===== src/rtl/pid_pkg.sv =====
// Shared widths, FSM state type and saturation limits for the PID sequencer.
package pid_pkg;

    localparam int unsigned PID_DW = 32;
    localparam int unsigned PID_KW = 8;
    localparam int unsigned PID_OW = 64;

    typedef enum logic [2:0] {
        IDLE,
        LOAD,
        CALC,
        OUT,
        FIN
    } pid_state_t;

    // Error-sum clamp limits for the default signal width.
    localparam logic signed [PID_DW-1:0] SAT_MAX = {1'b0, {(PID_DW-1){1'b1}}};
    localparam logic signed [PID_DW-1:0] SAT_MIN = {1'b1, {(PID_DW-1){1'b0}}};

endpackage


===== src/rtl/pid_mac.sv =====
// Single-channel PID arithmetic: error, saturated error sum, Kp/Ki/Kd products and their sum.
module pid_mac
    import pid_pkg::*;
#(
    parameter int unsigned DW = PID_DW,
    parameter int unsigned KW = PID_KW,
    parameter int unsigned OW = PID_OW
) (
    input  logic signed [DW-1:0] tgt,
    input  logic signed [DW-1:0] sig,
    input  logic signed [DW-1:0] e,
    input  logic signed [DW-1:0] e1,
    input  logic signed [DW-1:0] sum_e,
    input  logic signed [KW-1:0] kp,
    input  logic signed [KW-1:0] ki,
    input  logic signed [KW-1:0] kd,
    output logic signed [DW-1:0] err,
    output logic signed [DW-1:0] sum_sat,
    output logic signed [OW-1:0] ctrl
);

    localparam logic signed [DW-1:0] LIM_HI = {1'b0, {(DW-1){1'b1}}};
    localparam logic signed [DW-1:0] LIM_LO = {1'b1, {(DW-1){1'b0}}};

    logic signed [DW:0]   sum_wide;
    logic signed [OW-1:0] pterm, iterm, dterm;

    // Error with DW-bit wrap, clamped running sum, and the OW-bit control value.
    always_comb begin
        err      = tgt - sig;
        sum_wide = (DW+1)'(sum_e) + (DW+1)'(e);
        if (sum_wide[DW] != sum_wide[DW-1]) begin
            sum_sat = sum_wide[DW] ? LIM_LO : LIM_HI;
        end else begin
            sum_sat = sum_wide[DW-1:0];
        end
        pterm = OW'(kp) * OW'(e);
        iterm = OW'(ki) * OW'(sum_sat);
        dterm = OW'(kd) * (OW'(e) - OW'(e1));
        ctrl  = pterm + iterm + dterm;
    end

endmodule


===== src/rtl/pid_sched.sv =====
// Time-multiplexed PID sequencer: one pid_mac shared across NCH channels per sample tick.
module pid_sched
    import pid_pkg::*;
#(
    parameter int unsigned NCH = 4,
    parameter int unsigned DW  = PID_DW,
    parameter int unsigned KW  = PID_KW,
    parameter int unsigned OW  = PID_OW
) (
    input  logic                   clk,
    input  logic                   rstn,
    input  logic                   tick,
    input  logic [NCH-1:0]         en_mask,
    input  logic                   clr_state,
    input  logic [NCH*DW-1:0]      sig_in,
    input  logic [NCH*DW-1:0]      target,
    input  logic [NCH*KW-1:0]      kp,
    input  logic [NCH*KW-1:0]      ki,
    input  logic [NCH*KW-1:0]      kd,
    output logic [OW-1:0]          ctrl_out,
    output logic [$clog2(NCH)-1:0] ctrl_ch,
    output logic                   ctrl_valid,
    output logic                   busy,
    output logic                   done,
    output logic                   overrun
);

    localparam int unsigned CW = $clog2(NCH);

    pid_state_t state, next_state;

    logic [CW-1:0]        ch_r, first_ch, next_ch;
    logic                 first_found, next_found;
    logic [NCH-1:0]       en_snap;
    logic [NCH*DW-1:0]    sig_snap, tgt_snap;
    logic signed [DW-1:0] e_r;
    logic signed [KW-1:0] kp_r, ki_r, kd_r;
    logic signed [DW-1:0] e1_q  [NCH];
    logic signed [DW-1:0] sum_q [NCH];
    logic                 clr_pend;
    logic                 in_round, clr_now;
    logic signed [DW-1:0] mac_err, mac_sum;
    logic signed [OW-1:0] mac_ctrl;

    pid_mac #(.DW(DW), .KW(KW), .OW(OW)) u_mac (
        .tgt     (tgt_snap[32'(ch_r)*DW +: DW]),
        .sig     (sig_snap[32'(ch_r)*DW +: DW]),
        .e       (e_r),
        .e1      (e1_q[ch_r]),
        .sum_e   (sum_q[ch_r]),
        .kp      (kp_r),
        .ki      (ki_r),
        .kd      (kd_r),
        .err     (mac_err),
        .sum_sat (mac_sum),
        .ctrl    (mac_ctrl)
    );

    // Lowest enabled channel of the live mask, and next enabled snapshot channel above ch_r.
    always_comb begin
        first_found = 1'b0;
        first_ch    = '0;
        next_found  = 1'b0;
        next_ch     = '0;
        for (int unsigned i = NCH; i > 0; i--) begin
            if (en_mask[i-1]) begin
                first_found = 1'b1;
                first_ch    = CW'(i - 1);
            end
            if (en_snap[i-1] && (i - 1) > 32'(ch_r)) begin
                next_found = 1'b1;
                next_ch    = CW'(i - 1);
            end
        end
    end

    // Round sequencing: LOAD/CALC/OUT per enabled channel, then a single FIN cycle.
    always_comb begin
        next_state = state;
        in_round   = (state == LOAD) || (state == CALC) || (state == OUT);
        clr_now    = (state == IDLE && clr_state) || (state == FIN && (clr_pend || clr_state));
        case (state)
            IDLE:    if (tick) next_state = first_found ? LOAD : FIN;
            LOAD:    next_state = CALC;
            CALC:    next_state = OUT;
            OUT:     next_state = next_found ? LOAD : FIN;
            FIN:     next_state = IDLE;
            default: next_state = IDLE;
        endcase
    end

    // State register.
    always_ff @(posedge clk) begin
        if (!rstn) state <= IDLE;
        else       state <= next_state;
    end

    // Snapshots, operand latches, history commit and registered outputs.
    always_ff @(posedge clk) begin
        if (!rstn) begin
            ctrl_out   <= '0;
            ctrl_ch    <= '0;
            ctrl_valid <= 1'b0;
            busy       <= 1'b0;
            done       <= 1'b0;
            overrun    <= 1'b0;
            ch_r       <= '0;
            en_snap    <= '0;
            sig_snap   <= '0;
            tgt_snap   <= '0;
            e_r        <= '0;
            kp_r       <= '0;
            ki_r       <= '0;
            kd_r       <= '0;
            clr_pend   <= 1'b0;
            for (int unsigned i = 0; i < NCH; i++) begin
                e1_q[i]  <= '0;
                sum_q[i] <= '0;
            end
        end else begin
            ctrl_valid <= 1'b0;
            busy       <= (next_state == LOAD) || (next_state == CALC) || (next_state == OUT);
            done       <= (next_state == FIN);
            case (state)
                IDLE: if (tick) begin
                    en_snap  <= en_mask;
                    sig_snap <= sig_in;
                    tgt_snap <= target;
                    ch_r     <= first_ch;
                end
                LOAD: begin
                    e_r  <= mac_err;
                    kp_r <= kp[32'(ch_r)*KW +: KW];
                    ki_r <= ki[32'(ch_r)*KW +: KW];
                    kd_r <= kd[32'(ch_r)*KW +: KW];
                end
                CALC: begin
                    ctrl_out   <= mac_ctrl;
                    ctrl_ch    <= ch_r;
                    ctrl_valid <= 1'b1;
                end
                OUT: begin
                    e1_q[ch_r]  <= e_r;
                    sum_q[ch_r] <= mac_sum;
                    if (next_found) ch_r <= next_ch;
                end
                default: ;
            endcase
            // A clear requested mid-round waits for FIN so the round's commits are not torn.
            if (clr_now) begin
                clr_pend <= 1'b0;
                for (int unsigned i = 0; i < NCH; i++) begin
                    e1_q[i]  <= '0;
                    sum_q[i] <= '0;
                end
            end else if (clr_state && in_round) begin
                clr_pend <= 1'b1;
            end
            if (tick && in_round)  overrun <= 1'b1;
            else if (clr_state)    overrun <= 1'b0;
        end
    end

endmodule


===== config.mk =====
export PLATFORM = sky130hd
export DESIGN_NAME = pid_sched
export DESIGN_NICKNAME = d
export VERILOG_FILES = /design/src/rtl/pid_pkg.sv /design/src/rtl/pid_mac.sv /design/src/rtl/pid_sched.sv
export SDC_FILE = /design/constraint.sdc
export NUM_CORES = 2
export LEC_CHECK = 0
export ABC_AREA = 1
export BUFFER_PORTS_ARGS = -buffer_cell sky130_fd_sc_hd__buf_2
export CAP_MARGIN = 5
export CORE_MARGIN = 2
export CORE_UTILIZATION = 40
export CTS_CLUSTER_DIAMETER = 200
export CTS_CLUSTER_SIZE = 24
export DETAILED_ROUTE_END_ITERATION = 8
export SYNTH_ARGS = -nofsm -noshare
export SYNTH_HDL_FRONTEND = slang
export SYNTH_SLANG_ARGS = --single-unit

===== constraint.sdc =====
create_clock -name clk -period 12.8 [get_ports clk]
set_clock_uncertainty 0.1 [all_clocks]
set_input_delay 1.92 -clock clk [delete_from_list [all_inputs] [get_ports clk]]
set_output_delay 1.92 -clock clk [all_outputs]
set_load 0.005 [all_outputs]

Word level (Yosys, flattened, before mapping)
Memory sizes are Yosys's and may differ from the RTL's. A register that Yosys moved wholly into a read port is not among the register bits.
Index checks and enable logic that the tools add are counted.
Cells by class
  $lt $le $gt $ge: 3
  shift-type cells: 5
  bitwise gates (word level): 9
  equality and inequality tests: 11
  multipliers: 3
  add/sub/neg operators: 5
  reductions and logical operators: 21
  multiplexer cells: 51
Operators by type and width (count)
  32-bit 2-to-1 mux: 12
  128-bit by 8-bit variable part select with 32-bit output: 2
  64-bit adder: 2
  32-bit by 6-bit variable part select with 8-bit output: 3
  8-bit by 32-bit multiplier with 40-bit output: 2
  32-bit OR reduction: 2
  8-bit by 33-bit multiplier with 41-bit output: 1
  32-bit by 32-bit adder with 33-bit output: 1
  32-bit by 32-bit subtractor with 33-bit output: 1
  32-bit subtractor: 1
  2-bit 2-to-1 mux: 15
  1-bit 2-to-1 mux: 19
  3-bit by 2-bit == test with 1-bit output, second input constant: 4
  3-bit case mux with 4 select lines: 1
  3-bit 2-to-1 mux: 3
  1-bit OR: 8
  1-bit logical AND: 7
  3-bit by 1-bit == test with 1-bit output, second input constant: 2
  3-bit == test, second input constant: 2
  1-bit logical OR: 6
  2-bit > comparator, first input constant: 2
  2-bit != test, second input constant: 2
  2-bit case mux with 2 select lines: 1
  2-bit nonzero test: 2
  7 further kinds: 7
Word-level totals
  output and inout bits: 70
  word-level logic and storage cells: 126
  memories: 2
  input port bits: 360
  RAM bits: 256
  bits in registers: 392
Memories
  e1_q: depth 4, width 32, read ports 1, clocked after memory_dff 1, wr ports 4, RTL line pid_sched.sv:38  | logic signed [DW-1:0] e1_q [NCH];
  sum_q: depth 4, width 32, read ports 1, clocked after memory_dff 1, wr ports 4, RTL line pid_sched.sv:39  | logic signed [DW-1:0] sum_q [NCH];

Logic depth before layout (Yosys ltp)
  depth in word-level cells: 10
  depth in mapped cells: 59

Modules after synthesis
From an unflattened synthesis, not the netlist that was laid out.
Second synthesis, totals
  cell total of the unflattened synthesis: 8226
  area total of the unflattened synthesis: 62611.3 µm²
By module, submodules not included
  pid_mac: cells each 5284, seq. area each 0.0 µm², area an instance 36645.1 µm², times used 1
  pid_sched: cells each 2942, seq. area each 15554.9 µm², area an instance 25966.2 µm², times used 1

Least setup slack after synthesis
No wires, ideal clock.
  path kind: register -> register
  start: register (tool-made name)
  end: register ctrl_out[42]
  setup time: 0.133 ns
  arrival: 8.678 ns
  path buffers: 6
  data required time: 12.567 ns
  cell stages (with the launch flop): 52
  setup slack: 3.890 ns
  path through: dfxtp_1 clkbuf_1 inv_1 clkbuf_1 clkbuf_1 o21ai_0 o22ai_1 ha_1 fa_1 nand2_1 nand2_1 nand3_1 nand2_1 nand2_1 nand2_2 nand2_1 nand2_1 nand2_1 [... 16 more ...] a21boi_0 o21ai_0 a21oi_1 or2_2 nand2_1 nand2_1 nand2_1 fa_1 inv_1 ha_1 inv_1 o21ai_0 a21oi_1 o21ai_0 a21oi_1 nand3_1 clkbuf_1 a21oi_1
RTL lines
  end signal, assigned: RTL line pid_sched.sv:138  | ctrl_out <= mac_ctrl;
  end, declared: RTL line pid_sched.sv:20  | output logic [OW-1:0] ctrl_out,

==> report_table.html <==
<table>
<tr><th>Metric</th><th>Value</th></tr>
<tr><th colspan="2">Drt</th></tr>
<tr><td>Initial DRT Pass Iterations</td><td>6</td></tr>
<tr><td>Post-detailed-route DRC marker count</td><td>0</td></tr>
<tr><td>Total length of routed wires</td><td>~250000 um</td></tr>
<tr><td>Antenna-violating nets left</td><td>0</td></tr>
<tr><td>Vias per std cell</td><td>around 5.5</td></tr>
<tr><td>Routed len/inst</td><td>around 23 um</td></tr>
<tr><td>Number of DRC violations after detailed-routing iteration 0</td><td>~6000</td></tr>
<tr><td>DR vias</td><td>between 50000 and 60000</td></tr>
<tr><th colspan="2">Synth</th></tr>
<tr><td>Prevailing post-synth register cell</td><td>dfxtp_1</td></tr>
<tr><td>Number of distinct library cells after synthesis</td><td>53</td></tr>
<tr><td>Dominant combinational cell family by area after synthesis</td><td>adder cells</td></tr>
<tr><td>Synth warnings</td><td>0</td></tr>
<tr><td>Fraction of synthesized cell area in xor and xnor cells</td><td>between 2 and 3%</td></tr>
<tr><td>Netlist Area Pre-Place</td><td>63300 um^2</td></tr>
<tr><td>Mean cell area of the mapped netlist</td><td>about 7.5 um^2</td></tr>
<tr><td>Area share of fa/ha/maj cells after synthesis</td><td>27.8%</td></tr>
<tr><td>Mux share of post-synthesis cell area</td><td>0%</td></tr>
<tr><td>Synthesis-stage register bit count</td><td>between 600 and 700</td></tr>
<tr><td>Post-synthesis net count</td><td>9815</td></tr>
<tr><td>Compound-Gate Fraction of Synth Area</td><td>12.9%</td></tr>
<tr><td>Number of enable flip-flop cells after synthesis</td><td>256</td></tr>
<tr><td>Sequential element share of the synthesized area</td><td>roughly 25%</td></tr>
<tr><td>Post-synthesis instance total</td><td>between 8000 and 9000</td></tr>
<tr><td>Share of synthesized cell area in and, or, nand and nor gates</td><td>between 20% and 30%</td></tr>
<tr><td>Async SR Flop Fraction</td><td>0%</td></tr>
<tr><th colspan="2">Clock tree</th></tr>
<tr><td>TritonCTS buffer count</td><td>34</td></tr>
<tr><td>TritonCTS clock tree</td><td>built</td></tr>
<tr><td>Clock root cell</td><td>clkbuf_16</td></tr>
<tr><td>Latest clock arrival within the worst-skew pair</td><td>around 0.67 ns</td></tr>
<tr><td>Count of clock tree sinks</td><td>about 650</td></tr>
<tr><td>Number of buffers between clock root and the deepest sink</td><td>3</td></tr>
<tr><td>H-tree Lvls</td><td>2</td></tr>
<tr><td>Post-CTS repair timing setup buffer count</td><td>0</td></tr>
<tr><td>Worst-path clk slew</td><td>~0.11 ns</td></tr>
<tr><td>CTS Hold Bufs</td><td>0</td></tr>
<tr><td>PostCTS Resize Cnt</td><td>0</td></tr>
<tr><th colspan="2">Place</th></tr>
<tr><td>Last weighted congestion value of the routability-driven placer</td><td>slightly above 1</td></tr>
<tr><td>Count of buffers from port buffering</td><td>around 430</td></tr>
<tr><td>Placed wire-length estimate after detailed placement</td><td>~200000 um</td></tr>
<tr><th colspan="2">Floorplan</th></tr>
<tr><td>Starting density of the core</td><td>40.4%</td></tr>
<tr><td>Placement row count</td><td>between 100 and 150</td></tr>
<tr><td>Floorplan die height</td><td>around 400 um</td></tr>
<tr><td>DIE AREA</td><td>between 150000 and 200000 um^2</td></tr>
<tr><td>Core outline area</td><td>roughly 160000 um^2</td></tr>
<tr><td>I/O pins</td><td>between 400 and 500</td></tr>
<tr><td>X dimension of the die</td><td>approximately 400 um</td></tr>
<tr><th colspan="2">Global route</th></tr>
<tr><td>Gr ovfl total</td><td>0</td></tr>
<tr><td>Number of global-route vias before repair</td><td>about 58000</td></tr>
<tr><td>Wire length of the first global-routing pass</td><td>372000 um</td></tr>
<tr><td>Largest net degree at the start of global routing</td><td>170</td></tr>
<tr><td>Antenna violations before repair</td><td>24</td></tr>
<tr><td>GRT Resource Usage Total</td><td>a little under a third</td></tr>
<tr><th colspan="2">Worst setup path</th></tr>
<tr><td>CP peak stage delay</td><td>0.54 ns</td></tr>
<tr><td>Crit Path Max Fanout</td><td>128</td></tr>
<tr><td>Reg2reg path depth</td><td>between 40 and 50</td></tr>
<tr><td>Arrival time reported for the critical path endpoint</td><td>approximately 12 ns</td></tr>
<tr><td>Setup CP Type</td><td>reg -&gt; reg</td></tr>
<tr><td>Critical path's most frequent cell</td><td>nand2_1</td></tr>
<tr><td>End of the critical path</td><td>ctrl_out[50]$_SDFFE_PN0P_</td></tr>
<tr><td>Worst Path Required</td><td>around 13 ns</td></tr>
<tr><td>Register-to-register setup slack</td><td>between 0.9 and 1 ns</td></tr>
<tr><td>Endpoint of the lowest-slack register-to-register path</td><td>ctrl_out[50]$_SDFFE_PN0P_</td></tr>
<tr><td>Startpoint Class</td><td>flop</td></tr>
<tr><td>Crit path capture type</td><td>flop</td></tr>
<tr><td>Crit path max-delay cell type</td><td>fa_1</td></tr>
<tr><th colspan="2">STA</th></tr>
<tr><td>Min cycle time layout</td><td>~12 ns</td></tr>
<tr><td>Portion of the clock cycle consumed by the worst path in the final layout</td><td>~93%</td></tr>
<tr><td>Setup_tns</td><td>0 ns</td></tr>
<tr><td>Maximum achievable frequency</td><td>84.2 MHz</td></tr>
<tr><td>Final setup violation count</td><td>0</td></tr>
<tr><td>Unrepaired setup endpoints after global routing</td><td>false</td></tr>
<tr><td>Final hold slack</td><td>0.360 ns</td></tr>
<tr><td>Hold violation total from the final report</td><td>0</td></tr>
<tr><td>Max-slew violations</td><td>0</td></tr>
<tr><td>Headroom to the max-slew limit</td><td>18.4%</td></tr>
<tr><td>Slew at the pin with the worst max-slew slack</td><td>approximately 1.2 ns</td></tr>
<tr><th colspan="2">Final layout</th></tr>
<tr><td>Synthesis-to-layout area growth</td><td>8.17%</td></tr>
<tr><td>Share of cells above drive strength 1</td><td>roughly 7.5%</td></tr>
<tr><td>Final design utilization</td><td>~44%</td></tr>
<tr><td>Fill cell instance count of the final layout</td><td>about 16000</td></tr>
<tr><td>Number of nets in the layout</td><td>roughly 10000</td></tr>
<tr><th colspan="2">Job</th></tr>
<tr><td>Number of maximum-capacitance violations</td><td>0</td></tr>
<tr><th colspan="2">Outcome</th></tr>
<tr><td>Status</td><td>complete, no violations</td></tr>
<tr><th colspan="2">Worst hold path</th></tr>
<tr><td>Hold/Removal Path Class</td><td>reg -&gt; reg</td></tr>
</table>
[cell usage after synthesis, types with 30 or more instances]
master	count	share of area, %
o22ai_1	34	0.34
edfxtp_1	256	12
a21oi_1	445	3.5
dfxtp_1	393	12
fa_1	648	21
ha_1	369	7.3
a31oi_1	35	0.35
xnor2_1	83	1.1
nand4_1	42	0.42
inv_1	1390	8.2
buf_1	30	0.18
o21bai_1	40	0.47
o21ai_0	617	4.9
nand2_1	1384	8.2
xor2_1	104	1.4
nor2_1	1529	9.1
a22oi_1	81	0.96
nand3_1	270	2.1
clkbuf_1	318	1.9
nor3_1	58	0.46
a32o_1	31	0.49
a221oi_1	32	0.44
a22o_1	30	0.42
[worst max-delay path: cells and delay by family (launching register included)]
| family | cells | cell delay, ns |
|---|---|---|
| simple gates | 19 | 3.86 |
| fa+ha+maj | 9 | 3.76 |
| buf+inv | 8 | 1.57 |
| compound gates | 6 | 1.57 |
| xor+xnor | 1 | 0.43 |
| flops | 1 | 0.38 |
[metrics by stage]
step	std cells	area, um^2	setup slack, ns
2_1_floorplan	8438	63300	3.89
3_3_place_gp	10700	67400	1.02
3_5_place_dp	10700	67400	1.00
4_1_cts	10700	68400	0.909
5_1_grt	10700	68400	0.392
6_report	10700	68400	0.924
[state kept, by name, summed over array words and instances, names as in the netlist, named ones only]
signal      flops
en_snap         3
state           3
e_r            32
busy            1
clr_pend        1
ch_r            2
ki_r            8
ctrl_valid      1
sig_snap      128
e1_q          128
kd_r            8
done            1
ctrl_out       64
kp_r            8
sum_q         128
ctrl_ch         2
overrun         1
tgt_snap      128
[layout make-up]
type	count	area (um^2)	area share (%)
diodes	8	20.0	0.0293
clock buffers	46	896	1.31
clock inverters	7	109	0.159
inverters	1402	5280	7.72
multi-input cells	6020	41100	60.0
flip-flops and latches	649	15600	22.7
well taps	2058	2570	3.76
repair buffers	527	2930	4.28
[per-layer routing]
metal  GRT usage [%]  wire (um)
met5               0         70
met4            7.75       6660
met3            5.19      20600
met2            47.6     109000
met1            44.0     112000
[how the worst min path moves through the flow]
| stage | from | end | slack, ns | depth (start not counted) |
|---|---|---|---|---|
| after floorplan | sig_snap[63]$_SDFFE_PN0P_ | sig_snap[63]$_SDFFE_PN0P_ | 0.32 | 2 |
| after detailed placement | sig_snap[95]$_SDFFE_PN0P_ | sig_snap[95]$_SDFFE_PN0P_ | 0.34 | 2 |
| after global routing | tgt_snap[63]$_SDFFE_PN0P_ | tgt_snap[63]$_SDFFE_PN0P_ | 0.39 | 2 |
| final | sig_snap[95]$_SDFFE_PN0P_ | sig_snap[95]$_SDFFE_PN0P_ | 0.36 | 2 |
| after global placement | sig_snap[63]$_SDFFE_PN0P_ | sig_snap[63]$_SDFFE_PN0P_ | 0.34 | 2 |
| after CTS | sig_snap[63]$_SDFFE_PN0P_ | sig_snap[63]$_SDFFE_PN0P_ | 0.36 | 2 |
[cells by family (layout without fill, tap and decap cells)]
kind of cell,after synthesis,count (layout)
other,0,8
buffers and inverters,1769,1982
and+or+nand+nor,3381,3381
xor gates and xnor gates,187,187
DFF,649,649
AOI/OAI and AO/OA,1435,1435
adders and majority gates,1017,1017
[placed cells by master, fill, tap and decap left out, types with 35 or more instances in the layout]
| cell | count |
|---|---|
| a22oi_1 | 81 |
| a31oi_1 | 35 |
| nand4_1 | 42 |
| edfxtp_1 | 256 |
| o21bai_1 | 40 |
| xor2_1 | 104 |
| buf_4 | 95 |
| inv_1 | 1388 |
| o21ai_0 | 617 |
| ha_1 | 369 |
| fa_1 | 648 |
| nor3_1 | 57 |
| nand3_1 | 269 |
| nor2_1 | 1527 |
| buf_2 | 428 |
| dfxtp_1 | 392 |
| a21oi_1 | 445 |
| nand2_1 | 1376 |
| xnor2_1 | 83 |
Power is not shown: default switching activity piles up to over one toggle a cycle in this logic, so the estimate is an artifact.
